--- config.mk ---
export PLATFORM = sky130hd
export DESIGN_NAME = pattern_gen
export DESIGN_NICKNAME = d
export VERILOG_FILES = /design/src/rtl/pattern_gen.sv
export SDC_FILE = /design/constraint.sdc
export NUM_CORES = 1
export LEC_CHECK = 0
export ABC_AREA = 1
export BUFFER_PORTS_ARGS = -buffer_cell sky130_fd_sc_hd__buf_2
export CAP_MARGIN = 15
export CORE_AREA = 5 5 61 58
export CTS_BUF_LIST = sky130_fd_sc_hd__clkbuf_4
export CTS_CLUSTER_DIAMETER = 120
export DETAILED_ROUTE_END_ITERATION = 7
export DIE_AREA = 0 0 66 63
export GPL_TIMING_DRIVEN = 0
export PLACE_DENSITY_LB_ADDON = 0.08
export SYNTH_ARGS = -nofsm -noshare
export SYNTH_HDL_FRONTEND = slang
export SYNTH_SLANG_ARGS = --single-unit
--- constraint.sdc ---
create_clock -name clk -period 1.7 [get_ports clk]
set_clock_uncertainty 0.15 [all_clocks]
set_input_delay 0.255 -clock clk [delete_from_list [all_inputs] [get_ports clk]]
set_output_delay 0.255 -clock clk [all_outputs]
set_load 0.02 [all_outputs]
--- src/rtl/pattern_gen.sv ---
// pattern_gen: per-pixel test-pattern colour source.
//
// Answers each pixel request (req with col/row) one cycle later with a registered
// colour on next_color, with valid marking the answering cycle. The pattern is
// picked by mode_q. mode_q is reloaded from mode only on frame_start, so a
// pattern change never tears mid-frame.
//
// Build option: define PATTERN_GEN_SNOW_EN to build the 30-bit LFSR for the
// "snow" pattern. When it is left undefined, no LFSR is built and mode 2
// outputs 0 on every request.
//
// Ports:
//   clk          sole clock, rising edge
//   rst_n        asynchronous active-low reset
//   req          pixel request; its colour appears on the next cycle
//   col, row     pixel coordinates (no visible-area range check)
//   switches     user foreground colour
//   mode         requested pattern, sampled only on frame_start
//   frame_start  single-cycle start-of-frame pulse
//   next_color   registered pixel colour; holds between requests
//   valid        high the cycle after a req cycle
//
// Pattern modes (mode_q):
//   mode          | meaning
//   MODE_CHECKER  | static checkerboard, tile edge 2**TILE_LOG2 pixels
//   MODE_BARS     | vertical bars from the top 3 column bits
//   MODE_SNOW     | LFSR noise (0 when snow is not built)
//   MODE_SCROLL   | checkerboard shifted by scroll_q columns per frame
module pattern_gen #(
  parameter int COLOR_W   = 8,
  parameter int COL_W     = 10,
  parameter int ROW_W     = 10,
  parameter int TILE_LOG2 = 6
) (
  input  logic               clk,
  input  logic               rst_n,
  input  logic               req,
  input  logic [COL_W-1:0]   col,
  input  logic [ROW_W-1:0]   row,
  input  logic [COLOR_W-1:0] switches,
  input  logic [1:0]         mode,
  input  logic               frame_start,
  output logic [COLOR_W-1:0] next_color,
  output logic               valid
);

  typedef enum logic [1:0] {
    MODE_CHECKER = 2'd0,
    MODE_BARS    = 2'd1,
    MODE_SNOW    = 2'd2,
    MODE_SCROLL  = 2'd3
  } mode_e;

  mode_e              mode_q;
  logic [COL_W-1:0]   scroll_q, scroll_d;
  logic [COLOR_W-1:0] color_q, color_d;
  logic               valid_q;

  logic [COL_W-1:0]   sc;
  logic [2:0]         bar;
  logic               unused_bits;

`ifdef PATTERN_GEN_SNOW_EN
  logic [29:0]        lfsr_q, lfsr_d;
  logic               lfsr_fb;

  assign lfsr_fb = lfsr_q[29] ^ lfsr_q[5] ^ lfsr_q[3] ^ lfsr_q[0];
  assign lfsr_d  = {lfsr_q[28:0], lfsr_fb};
`endif

  // Only single bits of col/row/sc pick the pattern. The remaining bits are
  // intentionally unused.
  assign unused_bits = ^{col, row, sc, bar[2:1]};

  always_comb begin
    scroll_d = scroll_q + COL_W'(1);
    sc       = col + scroll_q;          // wraps modulo 2**COL_W
    bar      = col[COL_W-1 -: 3];
    color_d  = '0;
    case (mode_q)
      MODE_CHECKER: color_d = (col[TILE_LOG2] ^ row[TILE_LOG2]) ? '0 : switches;
      MODE_BARS:    color_d = bar[0] ? switches : ~switches;
`ifdef PATTERN_GEN_SNOW_EN
      MODE_SNOW:    color_d = lfsr_q[COLOR_W-1:0];
`else
      MODE_SNOW:    color_d = '0;
`endif
      MODE_SCROLL:  color_d = (sc[TILE_LOG2] ^ row[TILE_LOG2]) ? '0 : switches;
      default:      color_d = '0;
    endcase
  end

  // Every branch reads mode_q and scroll_q before they are updated. A request
  // in the same cycle as frame_start therefore still uses the old frame's
  // settings.
  always_ff @(posedge clk or negedge rst_n) begin
    if (!rst_n) begin
      mode_q   <= MODE_CHECKER;
      scroll_q <= '0;
      color_q  <= '0;
      valid_q  <= 1'b0;
`ifdef PATTERN_GEN_SNOW_EN
      lfsr_q   <= 30'h0000_0001;
`endif
    end else begin
      valid_q <= req;
      if (req) begin
        color_q <= color_d;
      end
      if (frame_start) begin
        mode_q   <= mode_e'(mode);
        scroll_q <= scroll_d;
      end
`ifdef PATTERN_GEN_SNOW_EN
      if (req && (mode_q == MODE_SNOW)) begin
        lfsr_q <= lfsr_d;
      end
`endif
    end
  end

  assign next_color = color_q;
  assign valid      = valid_q;

endmodule

* Word-level counts from Yosys, hierarchy flattened
Index checks and enable logic that the tools add are counted.
Operators by class: multipliers 0, muxes and demuxes 4, bitwise logic cells 3, $add $sub $neg 2, div/mod/pow operators 0, equal/unequal tests 3, reductions and logical operators 1, shift operators 0, magnitude comparators 0
Operator list (number):
- $pmux W8 S4 | 1
- $mux W8 | 3
- $add A10 B1 Y10 const B | 1
- $not A8 Y8 | 1
- $add A7 B7 Y7 | 1
- $eq A2 B2 Y1 const B | 2
- $eq A2 B1 Y1 const B | 1
- $logic_not A2 Y1 | 1
- $xor A1 B1 Y1 | 2
Word-level totals: output and inout port bits 9, register bits 21, memories 0, bits in read-only memories 0, memory bits (writable) 0, logic and storage cells 17, bits of input ports 34, latch bits 0

* Logic depth before layout (Yosys ltp)
Gate-level depths: netlist of the first run.
depth after elaboration 4, mapped depth 11

* Worst setup path before layout of the first run
OpenSTA, ideal clock, no wires.
path kind reg-to-reg, start register scroll_q[5], end register color_q[1], in the netlist next_color[1], path slack 0.067 ns, buffers on the path 0, arrival time 1.370 ns, cell stages (with the launch flop) 12, library setup time 0.113 ns, required time 1.437 ns, period minus slack after synthesis 1.633 ns, cells stage by stage dfrtp_1 > ha_1 > nand2_1 > inv_1 > a21oi_1 > nand2_1 > nand2_2 > nand2_4 > nand2_1 > nand3_1 > nand2_1 > inv_1
Between the ends: cells in the longest elaborated chain, start to end 4
Ends and longest elaborated chain:
- start: declaration | line 55 | logic [COL_W-1:0] scroll_q, scroll_d;
- start signal: assignment | line 112 | scroll_q <= scroll_d;
- $add A7 B7 Y7 | line 77 | sc = col + scroll_q;
- $xor A1 B1 Y1 | line 88 | MODE_SCROLL: color_d = (sc[TILE_LOG2] ^ row[TILE_LOG2]) ? '0 : switches;
- $mux W8 | line 88
- $pmux W8 S4 | line 80 | case (mode_q)
- end signal: assignment | line 108 | color_q <= color_d;
- end: declaration | line 56 | logic [COLOR_W-1:0] color_q, color_d;
No other way between the ends. A chain may end at the register's enable or synchronous reset.

* Worst setup path after layout of the first run
start register scroll_q[4], end register color_q[3], in the netlist next_color[3]
Same word-level chain as after synthesis.

==> results of run 1 <==
through the flow:
step           utilization [%]  area [um2]  power, mW
2_1_floorplan                -        1255      1.086
3_3_place_gp             50.50        1453      1.239
3_5_place_dp             50.50        1453      1.270
4_1_cts                  52.89        1521      1.553
5_1_grt                  54.72        1574      1.777
6_report                 54.72        1574      1.630
cell usage in the layout, fill, tap and decap left out, types with 2 or more instances in the layout:
cell | netlist | layout
inv_2 | 7 | 8
nor2_1 | 10 | 10
xor2_1 | 5 | 5
o21ai_1 | 3 | 3
or2_2 | 6 | 6
a21oi_1 | 6 | 5
buf_2 | 2 | 31
nand3_2 | 1 | 4
buf_4 | 0 | 5
nand2_1 | 58 | 55
ha_1 | 6 | 5
nand2_2 | 2 | 5
inv_1 | 32 | 31
clkbuf_4 | 0 | 3
o21ai_0 | 6 | 6
nand3_1 | 17 | 13
nor2_2 | 2 | 2
dfrtp_1 | 18 | 18
synth_stat cells:
cell	count
inv_2	7
nand3_1	17
nor2_2	2
nor3_1	1
ha_1	6
xnor2_1	1
inv_1	32
nand2_1	58
nor2_1	10
o21ai_0	6
a21oi_1	6
or2_2	6
o21ai_1	3
dfrtp_1	18
xor2_1	5
nand2_4	1
a21oi_4	1
buf_2	2
nand2_2	2
nand3_2	1
report_power, final:
part	total (mW)	switching, mW	internal (mW)
logic	0.798	0.450	0.348
registers	0.617	0.0797	0.537
clock network	0.214	0.132	0.0824
per-layer routing:
metal  track usage, %  part of all wire (%)  vias to the layer above
met5                0                     0                        -
met3            2.878                   3.6                        2
met4            4.569                  0.55                        0
met1            20.73                    48                      517
li1                 -                     -                      637
met2            23.28                    48                       18
kinds of logic after synthesis:
group / Yosys count
simple gates: 98
buf+inv: 41
flops: 18
compound gates: 16
xor+xnor: 6
fa+ha+maj: 6
sequential cells by signal, indices dropped and copies added, names as in the netlist:
| register | flops |
|---|---|
| mode_q | 2 |
| scroll_q | 7 |
| valid | 1 |
| next_color | 8 |
final cells by class:
type / count / area share [%]
buffer: 2 / 0.6359
clock buffer: 3 / 1.431
inverter: 39 / 9.300
multi-input combinational: 126 / 44.44
sequential: 18 / 28.62
tap: 42 / 3.339
timing repair buffer: 35 / 12.24
critical path, cell delays in order, from the launching register on:
cell,delay (ns)
dfrtp_1,0.40
ha_1,0.29
nand2_2,0.09
inv_2,0.04
a21oi_2,0.15
buf_4,0.14
nand3_4,0.06
nand2_4,0.12
nand2_1,0.08
nand3_2,0.07
nand2_1,0.05
inv_1,0.04
final timing paths:
path,from,to,cells past startpoint
min,req,valid,1
min in group asynchronous,rst_n,scroll_q[4],2
min reg2reg,next_color[0],next_color[0],2
max reg2reg,scroll_q[4],next_color[3],11
max,scroll_q[4],next_color[3],11
max in group asynchronous,rst_n,next_color[7],2
what timing repair did:
action | in CTS | in global routing
buffers inserted | 3 | 2
pin swaps | 4 | 6
hold buffers | 1 | 0
resized for setup | 3 | 8
endpoints found under the setup margin | 8 | 8
hold endpoints to repair | 18 | 0
==> impl_metrics.json, run 1 <==
{
  "yosysWarnings": 0,
  "ant_nets": 0,
  "n_fill_cell": 283,
  "hold_viol": 0,
  "yosys.area_share.xor_xnor_pct": 4.187,
  "power.density_nw_per_um2": 1035,
  "whs_ns": 0.02310,
  "max_clock_freq_mhz": 580.3,
  "yosys.area_share.simple_pct": 34.20,
  "synth_compound_area_share_pct": 7.278,
  "synth_top_family_by_area": "simple AND/OR/NAND/NOR gates",
  "synth_fa_ha_area_share_pct": 5.982,
  "grt_first_pass_wirelength_um": 4885,
  "port_buffers": 29,
  "yosys-mux-area-fraction_pct": 0,
  "period_share_pct": 101.4,
  "finalWeightedCongestion": 0.8422,
  "grt_usage_pct": 14.95,
  "dp_slack_ns": -0.1285,
  "synth_fp_nets": 225,
  "syn2layout_area_growth_pct": 25.42,
  "clock-sinks": 18,
  "synth_area_um2": 1255,
  "worst_pin_slew_ns": 0.4317,
  "path_max_fanout": 8,
  "boundaryPins": 43,
  "antenna_found_initial": 0,
  "core_um2": 2877,
  "finalNonFillerCells": 265,
  "critPathRequiredTime_ns": 1.79,
  "relSlewSlack_pct": 71.00,
  "yosysTopAreaCell": "dfrtp_1",
  "drc_errors": 0,
  "clkTransAtPathRegs_ns": 0.10,
  "routed_wl_um": 2924,
  "grt_pass1_vias": 1101,
  "post_drt_wl_per_cell_um": 11.03,
  "multiInputGateArea_um2": 699.4,
  "worst_slack_ns": -0.02323,
  "synth_cell_types": 20,
  "arrival_ns": 1.81,
  "setup_violations": 3,
  "dieArea_um2": 4158,
  "ys_seq_area_share_pct": 35.89,
  "p_leak_nw": 0.9172,
  "ys_seq_elements": 18,
  "diodes": 0,
  "crit_type": "flop to flop",
  "fp-row-count": 19,
  "seqCellArea_um2": 450.4,
  "via_per_inst": 4.430,
  "yosys.area.top_type_share_pct": 35.89,
  "dp_cells": 256,
  "maxSlewViolCount": 0,
  "grt_remaining_overflow": 0,
  "clk_latency_ns": 0.29,
  "rsz0062_at_grt": "true",
  "netlist_instances": 185,
  "nets": 265,
  "die_h_um": 63,
  "outcome": "finished, violations left",
  "first_pass_iters": 4,
  "die_w_um": 66,
  "cts_max_level": 1,
  "maxCapViolCount": 0,
  "violations": "setup timing",
  "hold_class": "input pin to flop",
  "endpoint_kind": "flop",
  "timing.setup.tns_ns": -0.04855,
  "ir_worst_vdd_uv": 617.6,
  "synth.avg_cell_area_um2": 6.784,
  "regToRegSetupSlack_ns": -0.02,
  "root_buffer": "clkbuf_4",
  "cts_buffers": 3,
  "final_layout_size_suffix_gt1_share_pct": 30.94,
  "initial_core_util_pct": 43.63,
  "cts_tree": "yes",
  "grt_max_degree": 19,
  "synthTopCellsByArea": "dfrtp_1 36%, nand2_1 17%, inv_1 9.6%",
  "fin_crit_ns": 1.723,
  "crit_path_start_kind": "flop",
  "dp_hpwl_um": 2259,
  "drt_iter0_markers": 54,
  "vias": 1174,
  "cts_buffer_depth": 2
}
(Power assumes the default switching activity.)
==> run 2: changes to the inputs <==
Settings changed: HOLD_SLACK_MARGIN from default to 0.15.
==> run 2 against run 1 <==
The flow still finishes with violations (setup timing). Sequential power is essentially flat. Routed wire length rose by 1.5%. Clock-buffer cell count unchanged. Worst setup slack worse by 0.0034 ns. Sequential share of layout area fell by 1.3 points. Flip-flop and latch count stayed put. Largest power group unchanged. Fmax is 0.20% lower. Via count grew 2.3%. Non-clock buffer count increased by 7. Critical endpoint unchanged. Utilization up 2.6 points.
==> impl_metrics.json, run 2 (synthesis results as in run 1) <==
{
  "arrival_ns": 1.82,
  "final_layout_size_suffix_gt1_share_pct": 30.43,
  "final_util_pct": 57.33,
  "ir_worst_vdd_uv": 623.6,
  "largest_register_ffs": 8,
  "max_stage_delay_ns": 0.40,
  "p_seq_share_pct": 37.3,
  "drt_iter0_markers": 73,
  "hold_class": "input pin to flop",
  "max_clock_freq_mhz": 579.2,
  "cts_max_level": 1,
  "fin_crit_ns": 1.727,
  "cts_buffers": 3,
  "final_cell_mix": "55 x nand2_1, 31 x inv_1, 31 x buf_2, 18 x dfrtp_1, 13 x nand3_1",
  "cts_buffer_depth": 2,
  "grt_usage_pct": 15.28,
  "dpl_cell_area_um2": 1453,
  "maxCapViolCount": 0,
  "first_pass_iters": 4,
  "outcome": "finished, violations left",
  "p_comb_share_pct": 49.5,
  "core_um2": 2877,
  "worst_slack_ns": -0.02659,
  "worst_pin_slew_ns": 0.4220,
  "critPathRequiredTime_ns": 1.79,
  "path_max_fanout": 8,
  "antenna_found_initial": 0,
  "nets": 272,
  "vias": 1201,
  "die_h_um": 63,
  "setup_violations": 4,
  "post_drt_wl_per_cell_um": 10.91,
  "cts_tree": "yes",
  "crit_path_start_kind": "flop",
  "crit_family": "simple AND/OR/NAND/NOR gates",
  "routed_wl_um": 2968,
  "via_per_inst": 4.415,
  "drc_errors": 0,
  "maxSlewViolCount": 0,
  "power.density_nw_per_um2": 1003,
  "internal-power_mw": 0.9798,
  "port_buffers": 29,
  "endpoint_kind": "flop",
  "timing.setup.tns_ns": -0.05224,
  "grt_max_degree": 19,
  "period_share_pct": 101.6,
  "grt_first_pass_wirelength_um": 4988,
  "fp-row-count": 19,
  "crit_top_cell": "nand2_1",
  "path_cells": "ha_1 -> nand2_2 -> inv_2 -> a21oi_2 -> buf_4 -> nand3_4 -> nand2_4 -> nand2_1 -> nand3_2 -> nand2_1 -> inv_1",
  "cp_num_buf_inv": 3,
  "rsz0062_at_grt": "true",
  "clock-sinks": 18,
  "dp_cells": 256,
  "finalPower_mw": 1.654,
  "grt_remaining_overflow": 0,
  "ant_nets": 0,
  "whs_ns": 0.1751,
  "swShare_pct": 40.75,
  "dp_hpwl_um": 2259,
  "finalWeightedCongestion": 0.8422,
  "clk_latency_ns": 0.29,
  "syn2layout_area_growth_pct": 31.41,
  "clockPowerShare_pct": 13.1,
  "initial_core_util_pct": 43.63,
  "n_fill_cell": 274,
  "final_cell_area_um2": 1649,
  "die_w_um": 66,
  "diodes": 0,
  "clkTransAtPathRegs_ns": 0.10,
  "boundaryPins": 43,
  "relSlewSlack_pct": 71.87,
  "crit_type": "flop to flop",
  "switching_power_mw": 0.6740,
  "grt_pass1_vias": 1128,
  "root_buffer": "clkbuf_4",
  "mostFrequentLayoutCell": "nand2_1",
  "p_leak_nw": 0.9445,
  "violations": "setup timing",
  "dp_slack_ns": -0.1285,
  "hold_viol": 0,
  "dieArea_um2": 4158,
  "finalNonFillerCells": 272,
  "slowest_stage": "dfrtp_1"
}
run 2: changes by cell type in the layout (fill, tap and decap cells not counted), sizes merged:
cell,previous run,this run
dlygate4sd3,1,8
run 2: final timing paths:
kind | from | to | slack [ns] | depth (start not counted)
max | scroll_q[4] | next_color[3] | -0.03 | 11
min | switches[2] | next_color[2] | 0.18 | 5
max reg2reg | scroll_q[4] | next_color[3] | -0.03 | 11
min reg2reg | next_color[0] | next_color[0] | 0.33 | 2
max in group asynchronous | rst_n | scroll_q[1] | 0.84 | 2
min in group asynchronous | rst_n | scroll_q[4] | 0.27 | 2
run 2: cell type report:
class | count | area [um2] | share of cell area, %
buffer | 2 | 10.01 | 0.6070
clock buffer | 3 | 22.52 | 1.366
inverter | 39 | 146.4 | 8.877
multi-input combinational | 126 | 704.4 | 42.72
sequential | 18 | 450.4 | 27.31
tap | 42 | 52.55 | 3.187
timing repair buffer | 42 | 262.8 | 15.93
run 2: power groups by stage:
| stage | Sequential (mW) | Clock (mW) | Combinational (mW) |
|---|---|---|---|
| floorplan | 0.659 | 0 | 0.427 |
| global placement | 0.635 | 0 | 0.605 |
| detailed placement | 0.642 | 0 | 0.628 |
| CTS | 0.613 | 0.225 | 0.727 |
| global route | 0.632 | 0.242 | 0.926 |
| finish | 0.617 | 0.217 | 0.819 |
run 2: what timing repair did:
item                                    4_1_cts  5_1_grt
pin swaps                                     4        6
gates resized for setup                       3        9
buffers inserted                              3        2
hold endpoints to repair                     24        0
gates cloned                                  0        0
endpoints found under the setup margin        8        9
hold buffers                                  8        0
run 2: layer usage:
metal | track usage (%) | share of wire, % | vias to the layer above
met5 | 0 | 0 | -
met4 | 4.569 | 0.54 | 0
met3 | 2.878 | 3.6 | 2
met2 | 24.16 | 48 | 16
met1 | 20.95 | 48 | 531
li1 | - | - | 652
run 2: worst register-to-register path, cell delays in order (launching register included):
cell,delay [ns]
dfrtp_1,0.40
ha_1,0.29
nand2_2,0.09
inv_2,0.04
a21oi_2,0.15
buf_4,0.14
nand3_4,0.06
nand2_4,0.13
nand2_1,0.08
nand3_2,0.07
nand2_1,0.05
inv_1,0.04
==> run 3: changes to the inputs <==
Settings changed: BUFFER_PORTS_ARGS -buffer_cell sky130_fd_sc_hd__buf_2 to default, CORE_AREA 5 5 61 58 to 5 5 59 56, DIE_AREA 0 0 66 63 to 0 0 64 61, DONT_BUFFER_PORTS from default to 1.
==> run 3 against run 2 <==
The run still ends with setup timing left. Non-clock buffer count decreased by 16. Highest routed layer unchanged. Clock-buffer cell count unchanged. Routed wire length increased by 4.8%. Utilization increased by 4.4 points. Cell area decreased by 1.4%. Clock power about the same. First-iteration DRC count decreased by 44%. Sequential power increased by 6.5%. Register-to-register slack got worse by 0.07 ns. Critical path depth unchanged. Largest cell class unchanged.
==> impl_metrics.json, run 3 (synthesis results as in run 1) <==
{
  "max_clock_freq_mhz": 556.2,
  "setup_violations": 8,
  "boundaryPins": 43,
  "cts_buffers": 3,
  "hold_viol": 0,
  "die_w_um": 64,
  "finalPower_mw": 1.681,
  "crit_family": "simple AND/OR/NAND/NOR gates",
  "clkTransAtPathRegs_ns": 0.11,
  "ir_worst_vdd_uv": 812.3,
  "whs_ns": 0.1214,
  "fin_crit_ns": 1.798,
  "final_cell_mix": "52 x nand2_1, 31 x inv_1, 20 x dlygate4sd3_1, 18 x dfrtp_1, 12 x nand3_1",
  "maxSlewViolCount": 0,
  "drt_iter0_markers": 41,
  "crit_type": "flop to flop",
  "dieArea_um2": 3904,
  "n_fill_cell": 271,
  "antenna_found_initial": 0,
  "grt_usage_pct": 16.55,
  "dpl_cell_area_um2": 1292,
  "post_drt_wl_per_cell_um": 12.69,
  "syn2layout_area_growth_pct": 29.61,
  "via_per_inst": 4.800,
  "fp-row-count": 18,
  "cts_buffer_depth": 2,
  "grt_pass1_vias": 1146,
  "routed_wl_um": 3110,
  "clk_latency_ns": 0.29,
  "swShare_pct": 41.18,
  "seqCellArea_um2": 450.4,
  "finalNonFillerCells": 245,
  "initial_core_util_pct": 47.63,
  "largest_register_ffs": 8,
  "worst_pin_slew_ns": 0.8169,
  "finalWeightedCongestion": 0.8079,
  "rsz0062_at_grt": "true",
  "hold_class": "input pin to flop",
  "core_um2": 2635,
  "nets": 256,
  "outcome": "finished, violations left",
  "arrival_ns": 1.83,
  "multiInputGateArea_um2": 710.7,
  "cts_max_level": 1,
  "grt_first_pass_wirelength_um": 5064,
  "p_seq_share_pct": 39.1,
  "dp_slack_ns": -0.1432,
  "final_util_pct": 61.73,
  "clockPowerShare_pct": 12.9,
  "path_max_fanout": 8,
  "critPathRequiredTime_ns": 1.74,
  "worst_slack_ns": -0.09803,
  "cts_tree": "yes",
  "internal-power_mw": 0.9885,
  "first_pass_iters": 4,
  "final_cell_area_um2": 1627,
  "clock-sinks": 18,
  "timing.setup.tns_ns": -0.5176,
  "mostFrequentLayoutCell": "nand2_1",
  "max_stage_delay_ns": 0.41,
  "ant_nets": 0,
  "diodes": 0,
  "grt_remaining_overflow": 0,
  "drc_errors": 0,
  "relSlewSlack_pct": 45.36,
  "p_leak_nw": 0.8831,
  "cp_num_buf_inv": 2,
  "maxCapViolCount": 0,
  "dp_cells": 215,
  "grt_max_degree": 19,
  "endpoint_kind": "flop",
  "port_buffers": 0,
  "vias": 1176,
  "final_layout_size_suffix_gt1_share_pct": 20.93,
  "slowest_stage": "dfrtp_1",
  "root_buffer": "clkbuf_4",
  "dp_hpwl_um": 2162,
  "crit_path_start_kind": "flop",
  "power.density_nw_per_um2": 1033,
  "path_cells": "ha_1 -> nand2_2 -> inv_2 -> a21oi_2 -> nand2_1 -> nand2_2 -> nand2_8 -> nand2_1 -> nand3_2 -> nand2_1 -> inv_1",
  "die_h_um": 61,
  "switching_power_mw": 0.6922,
  "violations": "setup timing",
  "period_share_pct": 105.8,
  "p_comb_share_pct": 48.0,
  "crit_top_cell": "nand2_1"
}
[run 3: worst min-delay path, stage by stage]
cell	delay, ns
o21ai_1	0.05
inv_1	0.06
nand3_2	0.07
nand2_1	0.05
inv_1	0.04
[run 3: power by group through the flow]
stage	Combinational (mW)	Clock [mW]	Sequential, mW
after floorplan	0.427	0	0.659
after global placement	0.502	0	0.679
after detailed placement	0.527	0	0.684
after CTS	0.647	0.231	0.663
after global routing	0.912	0.255	0.674
final	0.806	0.217	0.657
[run 3: metal layers]
layer,up-vias,global-route usage [%],wire length [um]
li1,619,-,-
met1,533,21.44,1500
met2,22,27.26,1420
met3,2,5.926,175
met4,0,2.671,13
met5,-,0,0
[run 3: path summary, 6_finish.rpt]
kind | start | to | slack (ns) | depth (start not counted)
hold / removal | req | next_color[7] | 0.12 | 5
setup / recovery | scroll_q[5] | next_color[6] | -0.1 | 11
max in group asynchronous | rst_n | valid | 0.54 | 1
min in group asynchronous | rst_n | scroll_q[5] | 0.34 | 1
setup reg to reg | scroll_q[5] | next_color[6] | -0.1 | 11
hold reg to reg | scroll_q[0] | scroll_q[0] | 0.38 | 1
[run 3: repair_timing]
item | in CTS | in global routing
hold buffers | 18 | 2
setup endpoints to repair | 8 | 8
gates resized for setup | 4 | 12
hold endpoints to repair | 31 | 3
setup buffers | 2 | 4
pin swaps | 4 | 7
cloned | 0 | 0
[run 3: layout make-up]
type | count | area share [%]
buffer | 2 | 0.6154
multi-input combinational | 126 | 43.69
tap | 30 | 2.308
clock buffer | 3 | 1.385
clock inverter | 1 | 0.2308
timing repair buffer | 26 | 15.08
inverter | 39 | 9.000
sequential | 18 | 27.69
